**src/rtl/tdm_demux4.sv**
```systemverilog
// -----------------------------------------------------------------------------
// tdm_demux4 -- four-slot time-division demultiplexer (receive side)
//
// Rebuilds four parallel channels from one serial slot stream. Slots arrive
// in order 0,1,2,3 with frame_sync marking slot 0. A small HUNT/LOCK
// machine tracks the slot position. Short gaps in frame_sync are bridged by
// flywheeling through up to MISS_MAX-1 missing syncs. A completed frame is
// published on Y in one update, together with a single-cycle frame_valid.
//
// Parameters:
//   W         width of each channel and of d_in
//   MISS_MAX  consecutive missing slot-0 syncs that drop LOCK back to HUNT (1..7)
//
// Ports:
//   clk          in   rising-edge clock
//   reset        in   asynchronous, active-high reset
//   en           in   slot strobe; d_in/frame_sync are sampled only when en=1
//   d_in         in   serial slot data [W-1:0]
//   frame_sync   in   high together with the slot-0 sample
//   Y            out  channel n on Y[n*W +: W], holds the last complete frame
//   frame_valid  out  one-cycle pulse when Y is updated
//   locked       out  high while in LOCK
//   sync_err     out  one-cycle pulse when a sync arrives at a slot other than 0
//   slot         out  slot index expected on the next en edge
//
// Optional build (macro TDM_DEMUX_ERR_CNT_EN):
//   err_clr      in   synchronous clear of err_cnt (wins over an increment)
//   err_cnt      out  [7:0] saturating count of sync errors and lock losses
// -----------------------------------------------------------------------------
module tdm_demux4 #(
   parameter int W        = 1,
   parameter int MISS_MAX = 2
) (
   input  logic           clk,
   input  logic           reset,
   input  logic           en,
   input  logic [W-1:0]   d_in,
   input  logic           frame_sync,
`ifdef TDM_DEMUX_ERR_CNT_EN
   input  logic           err_clr,
   output logic [7:0]     err_cnt,
`endif
   output logic [4*W-1:0] Y,
   output logic           frame_valid,
   output logic           locked,
   output logic           sync_err,
   output logic [1:0]     slot
);

   typedef enum logic {HUNT, LOCK} state_t;

   state_t         state_q, state_d;
   logic [1:0]     slot_q, slot_d;
   logic [2:0]     miss_q, miss_d;
   logic [W-1:0]   sh_q [3];
   logic [W-1:0]   sh_d [3];
   logic [4*W-1:0] y_q, y_d;
   logic           fv_q, fv_d;
   logic           serr_q, serr_d;
   logic [3:0]     miss_inc;
`ifdef TDM_DEMUX_ERR_CNT_EN
   logic           drop;
   logic [7:0]     err_cnt_q, err_cnt_d;
`endif

   assign miss_inc = {1'b0, miss_q} + 4'd1;

   always_comb begin
      state_d = state_q;
      slot_d  = slot_q;
      miss_d  = miss_q;
      sh_d    = sh_q;
      y_d     = y_q;
      fv_d    = 1'b0;
      serr_d  = 1'b0;
`ifdef TDM_DEMUX_ERR_CNT_EN
      drop    = 1'b0;
`endif
      if (en) begin
         if (state_q == HUNT) begin
            if (frame_sync) begin
               sh_d[0] = d_in;
               slot_d  = 2'd1;
               miss_d  = 3'd0;
               state_d = LOCK;
            end
         end else if (frame_sync) begin
            // A sync anywhere restarts the frame; off slot 0 it is also an error.
            serr_d  = (slot_q != 2'd0);
            sh_d[0] = d_in;
            slot_d  = 2'd1;
            miss_d  = 3'd0;
         end else begin
            case (slot_q)
               2'd0: begin
                  // Flywheel: accept the sample as slot 0 without a sync,
                  // unless this miss exhausts the tolerance.
                  sh_d[0] = d_in;
                  if (miss_inc >= 4'(MISS_MAX)) begin
                     state_d = HUNT;
                     slot_d  = 2'd0;
                     miss_d  = 3'd0;
`ifdef TDM_DEMUX_ERR_CNT_EN
                     drop    = 1'b1;
`endif
                  end else begin
                     miss_d  = miss_inc[2:0];
                     slot_d  = 2'd1;
                  end
               end
               2'd1: begin
                  sh_d[1] = d_in;
                  slot_d  = 2'd2;
               end
               2'd2: begin
                  sh_d[2] = d_in;
                  slot_d  = 2'd3;
               end
               default: begin
                  // Slot 3 bypasses the shadow registers so Y updates on this edge.
                  y_d    = {d_in, sh_q[2], sh_q[1], sh_q[0]};
                  fv_d   = 1'b1;
                  slot_d = 2'd0;
               end
            endcase
         end
      end
   end

`ifdef TDM_DEMUX_ERR_CNT_EN
   always_comb begin
      err_cnt_d = err_cnt_q;
      if (err_clr)
         err_cnt_d = 8'd0;
      else if ((serr_d || drop) && (err_cnt_q != 8'hFF))
         err_cnt_d = err_cnt_q + 8'd1;
   end

   always_ff @(posedge clk or posedge reset) begin
      if (reset) err_cnt_q <= 8'd0;
      else       err_cnt_q <= err_cnt_d;
   end

   assign err_cnt = err_cnt_q;
`endif

   always_ff @(posedge clk or posedge reset) begin
      if (reset) begin
         state_q <= HUNT;
         slot_q  <= 2'd0;
         miss_q  <= 3'd0;
         sh_q[0] <= '0;
         sh_q[1] <= '0;
         sh_q[2] <= '0;
         y_q     <= '0;
         fv_q    <= 1'b0;
         serr_q  <= 1'b0;
      end else begin
         state_q <= state_d;
         slot_q  <= slot_d;
         miss_q  <= miss_d;
         sh_q    <= sh_d;
         y_q     <= y_d;
         fv_q    <= fv_d;
         serr_q  <= serr_d;
      end
   end

   assign Y           = y_q;
   assign frame_valid = fv_q;
   assign sync_err    = serr_q;
   assign locked      = (state_q == LOCK);
   assign slot        = slot_q;

endmodule
```
**config.mk**
```make
export PLATFORM = sky130hd
export DESIGN_NAME = tdm_demux4
export DESIGN_NICKNAME = d
export VERILOG_FILES = /design/src/rtl/tdm_demux4.sv
export SDC_FILE = /design/constraint.sdc
export NUM_CORES = 1
export LEC_CHECK = 0
export CORE_MARGIN = 10
export CORE_UTILIZATION = 52
export CTS_CLUSTER_SIZE = 12
export DETAILED_ROUTE_END_ITERATION = 10
export GPL_ROUTABILITY_DRIVEN = 0
export PLACE_DENSITY = 0.8
export SLEW_MARGIN = 30
export SYNTH_ARGS = -nofsm -noshare
export SYNTH_HDL_FRONTEND = slang
export SYNTH_SLANG_ARGS = --single-unit
export TNS_END_PERCENT = 5
```
**constraint.sdc**
```tcl
create_clock -name clk -period 4.2 [get_ports clk]
set_clock_uncertainty 0.05 [all_clocks]
set_input_delay 1.26 -clock clk [delete_from_list [all_inputs] [get_ports clk]]
set_output_delay 1.26 -clock clk [all_outputs]
set_load 0.005 [all_outputs]
```
==> flow_metrics.tcl <==
set metrics [dict create \
    fp-row-count 13 \
    clock-root-buffer "clkbuf_4" \
    hold_class "reg2reg" \
    ctsResizeCount 0 \
    drcViolationCount 0 \
    max_freq_mhz 385 \
    drv_cap 0 \
    grt_first_pass_wirelength_mm 2.09 \
    vias 498 \
    place_area_sq_um 887 \
    clk_transition_reported_paths_ps 100 \
    clock_path_buffers 2 \
    port-buffer-count 13 \
    async_flop_share_pct 100 \
    ys_types 19 \
    drt-pass1-iter-count 5 \
    synthTopCellsByArea "dfrtp_1 (51%), ha_1 (10%), mux2_4 (8.1%)" \
    fillCellCount 86 \
    max_slew_margin_pct 62.5 \
    diodes 0 \
    rsz0062_at_grt "false" \
    die_area_sq_mm 0.00333 \
    peakVddDrop_v 0.000294 \
    timing.critical_path.buf_inv 1 \
    die_w_um 57.7 \
    synth-xor-area-share_pct 0 \
    clk_latency_ps 290 \
    cts-htree-levels 1 \
    hold_violations 0 \
    critical_path.max_stage_delay_ps 550 \
    ant_nets 0 \
    cts_buffers 3 \
    yosysTopAreaCell "dfrtp_1" \
    yosys_most_used_dff "dfrtp_1" \
    grt_max_degree 16 \
    worstSetupPathType "reg2out" \
    grt_pass1_vias 493 \
    post-cts-setup-buffer-count 0 \
    yosys-top-cells-count "dfrtp_1 (15), nand2_1 (7), ha_1 (6), inv_1 (5), mux2_4 (4)" \
    tritoncts "built" \
    syn_area_per_cell_sq_um 12.5 \
    multi_input_area_sq_um 344 \
    path_max_fanout 7 \
    vias_per_cell 5.47 \
    regArea_sq_um 375 \
    r2r_cells 5 \
    hp-start "sh_q[0]" \
    fin_crit_sh_pct 61.9 \
    gr-total-overflow 0 \
    critPathLaunchType "register" \
    r2r_slack_ps 2580 \
    wl_per_cell_um 14.4 \
    finalSetupViolCount 0 \
    path_delay_family "buffers and inverters" \
    synth_compound_area_share_pct 7.97 \
    stdcell_area_sq_um 917 \
    area_growth_pct 24.2 \
    status "finished clean" \
    synth_area_sq_um 738 \
    yosys_warnings 0 \
    critPathArrivalTime_ps 1290 \
    critPathRequiredTime_ps 2890 \
    period_minus_slack_ps 2600 \
    synth-simple-area-share_pct 15.8 \
    drive_gt1_share_pct 15.8 \
    drt_iter0_markers 8 \
    initial_core_util_pct 56.0 \
    yosys.area_share.adder_pct 10.2 \
    core_sq_mm 0.00132 \
    yosysMostFrequentCell "dfrtp_1" \
    yosysSeqAreaShare_pct 50.8 \
    clkSinkCount 15 \
    synth_top_family_by_area "simple AND/OR/NAND/NOR gates" \
    ctsHoldBuffers 0 \
    muxShareOfSynthArea_pct 12.7 \
    crit_chain "clkdlybuf4s50_1" \
    netlist_instances 59 \
    hold-path-endpoint "sh_q[0]" \
    ioPinCount 14 \
    rr_startpoint "slot[1]" \
    worstHoldPathCells 1 \
    synth_fp_nets 70 \
    grtUsageTotal_pct 7.98 \
    nets 88 \
    die_h_um 57.7 \
    ys_ff_latch 15 \
    r2r_end "sh_q[2]" \
    antenna_found_initial 0 \
    synth_top_area_share_pct 50.8 \
    totalNegativeSetupSlack_ps 0 \
    hpwlAfterDp_mm 1.03 \
    power.density_mw_per_mm2 517 \
    p_leak_nw 0.456 \
    synth_enable_flop_cells 0 \
    routed_wl_mm 1.31 \
    worstMarginPinSlew_ps 562 \
    slowest_stage "clkdlybuf4s50_1" \
    end_kind "output port" \
    maxSlewViolCount 0 \
]
metrics by stage:
stage                     cells  hold WS, ps  setup slack (ps)  total power [mW]  util, %
after floorplan              59          414              2080             0.312        -
after global placement       87          425              1550             0.390     67.3
after detailed placement     87          433              1520             0.396     67.3
after CTS                    91          456              1580             0.481     69.6
after global routing         91          479              1550             0.507     69.6
final                        91          449              1600             0.474     69.6
layer usage:
layer  up-vias  share of wire, %  global-route usage, %
li1        240                 -                      -
met4         0               2.6                   5.03
met2        23                47                   13.5
met1       230                42                   7.77
met5         -                 0                      0
met3         5               8.4                   3.49
logic make-up (layout without fill, tap and decap cells):
logic type,count (synthesis),after routing
fa+ha+maj,6,6
simple gates,17,17
buf+inv,5,22
compound gates,9,9
flops,15,15
mux,7,7
how the worst max path moves through the flow:
stage / from / endpoint / depth (start not counted) / slack [ps]
2_1_floorplan: frame_sync / Y[0] / 3 / 2080
3_3_place_gp: frame_sync / Y[1] / 4 / 1550
3_5_place_dp: en / Y[3] / 4 / 1520
4_1_cts: slot[1] / slot[1] / 1 / 1580
5_1_grt: locked / locked / 1 / 1550
6_report: slot[1] / slot[1] / 1 / 1600
flip-flops by register name, indices dropped and copies added, names as in the netlist:
register,cells
miss_q,3
frame_valid,1
Y,4
sync_err,1
slot,2
locked,1
sh_q,3
report_power, final:
group	leakage, nW	total (mW)	switching, mW	internal (mW)
logic	0.255	0.173	0.0603	0.113
clock network	0.0139	0.0839	0.0477	0.0362
registers	0.187	0.217	0.0307	0.187
final cells by class:
class	instances	share of cell area (%)
inverter	5	2.05
sequential	15	40.9
clock inverter	1	0.819
tap	15	2.05
timing repair buffer	13	14.2
multi-input combinational	39	37.5
clock buffer	3	2.46
layout by cell type, fill, tap and decap left out, drive strengths merged:
master / synthesis / final
nor4bb: 1 / 1
ha: 6 / 6
nand4b: 2 / 2
a21o: 1 / 1
a22oi: 3 / 3
a21oi: 1 / 1
a22o: 1 / 1
clkdlybuf4s50: 0 / 13
clkbuf: 0 / 3
mux2: 7 / 7
o21ai: 3 / 3
inv: 5 / 5
dfrtp: 15 / 15
and4b: 2 / 2
and2: 2 / 2
nand2: 8 / 8
or2: 1 / 1
and3b: 1 / 1
clkinvlp: 0 / 1
Note: power is estimated with default switching activity, not from simulation.
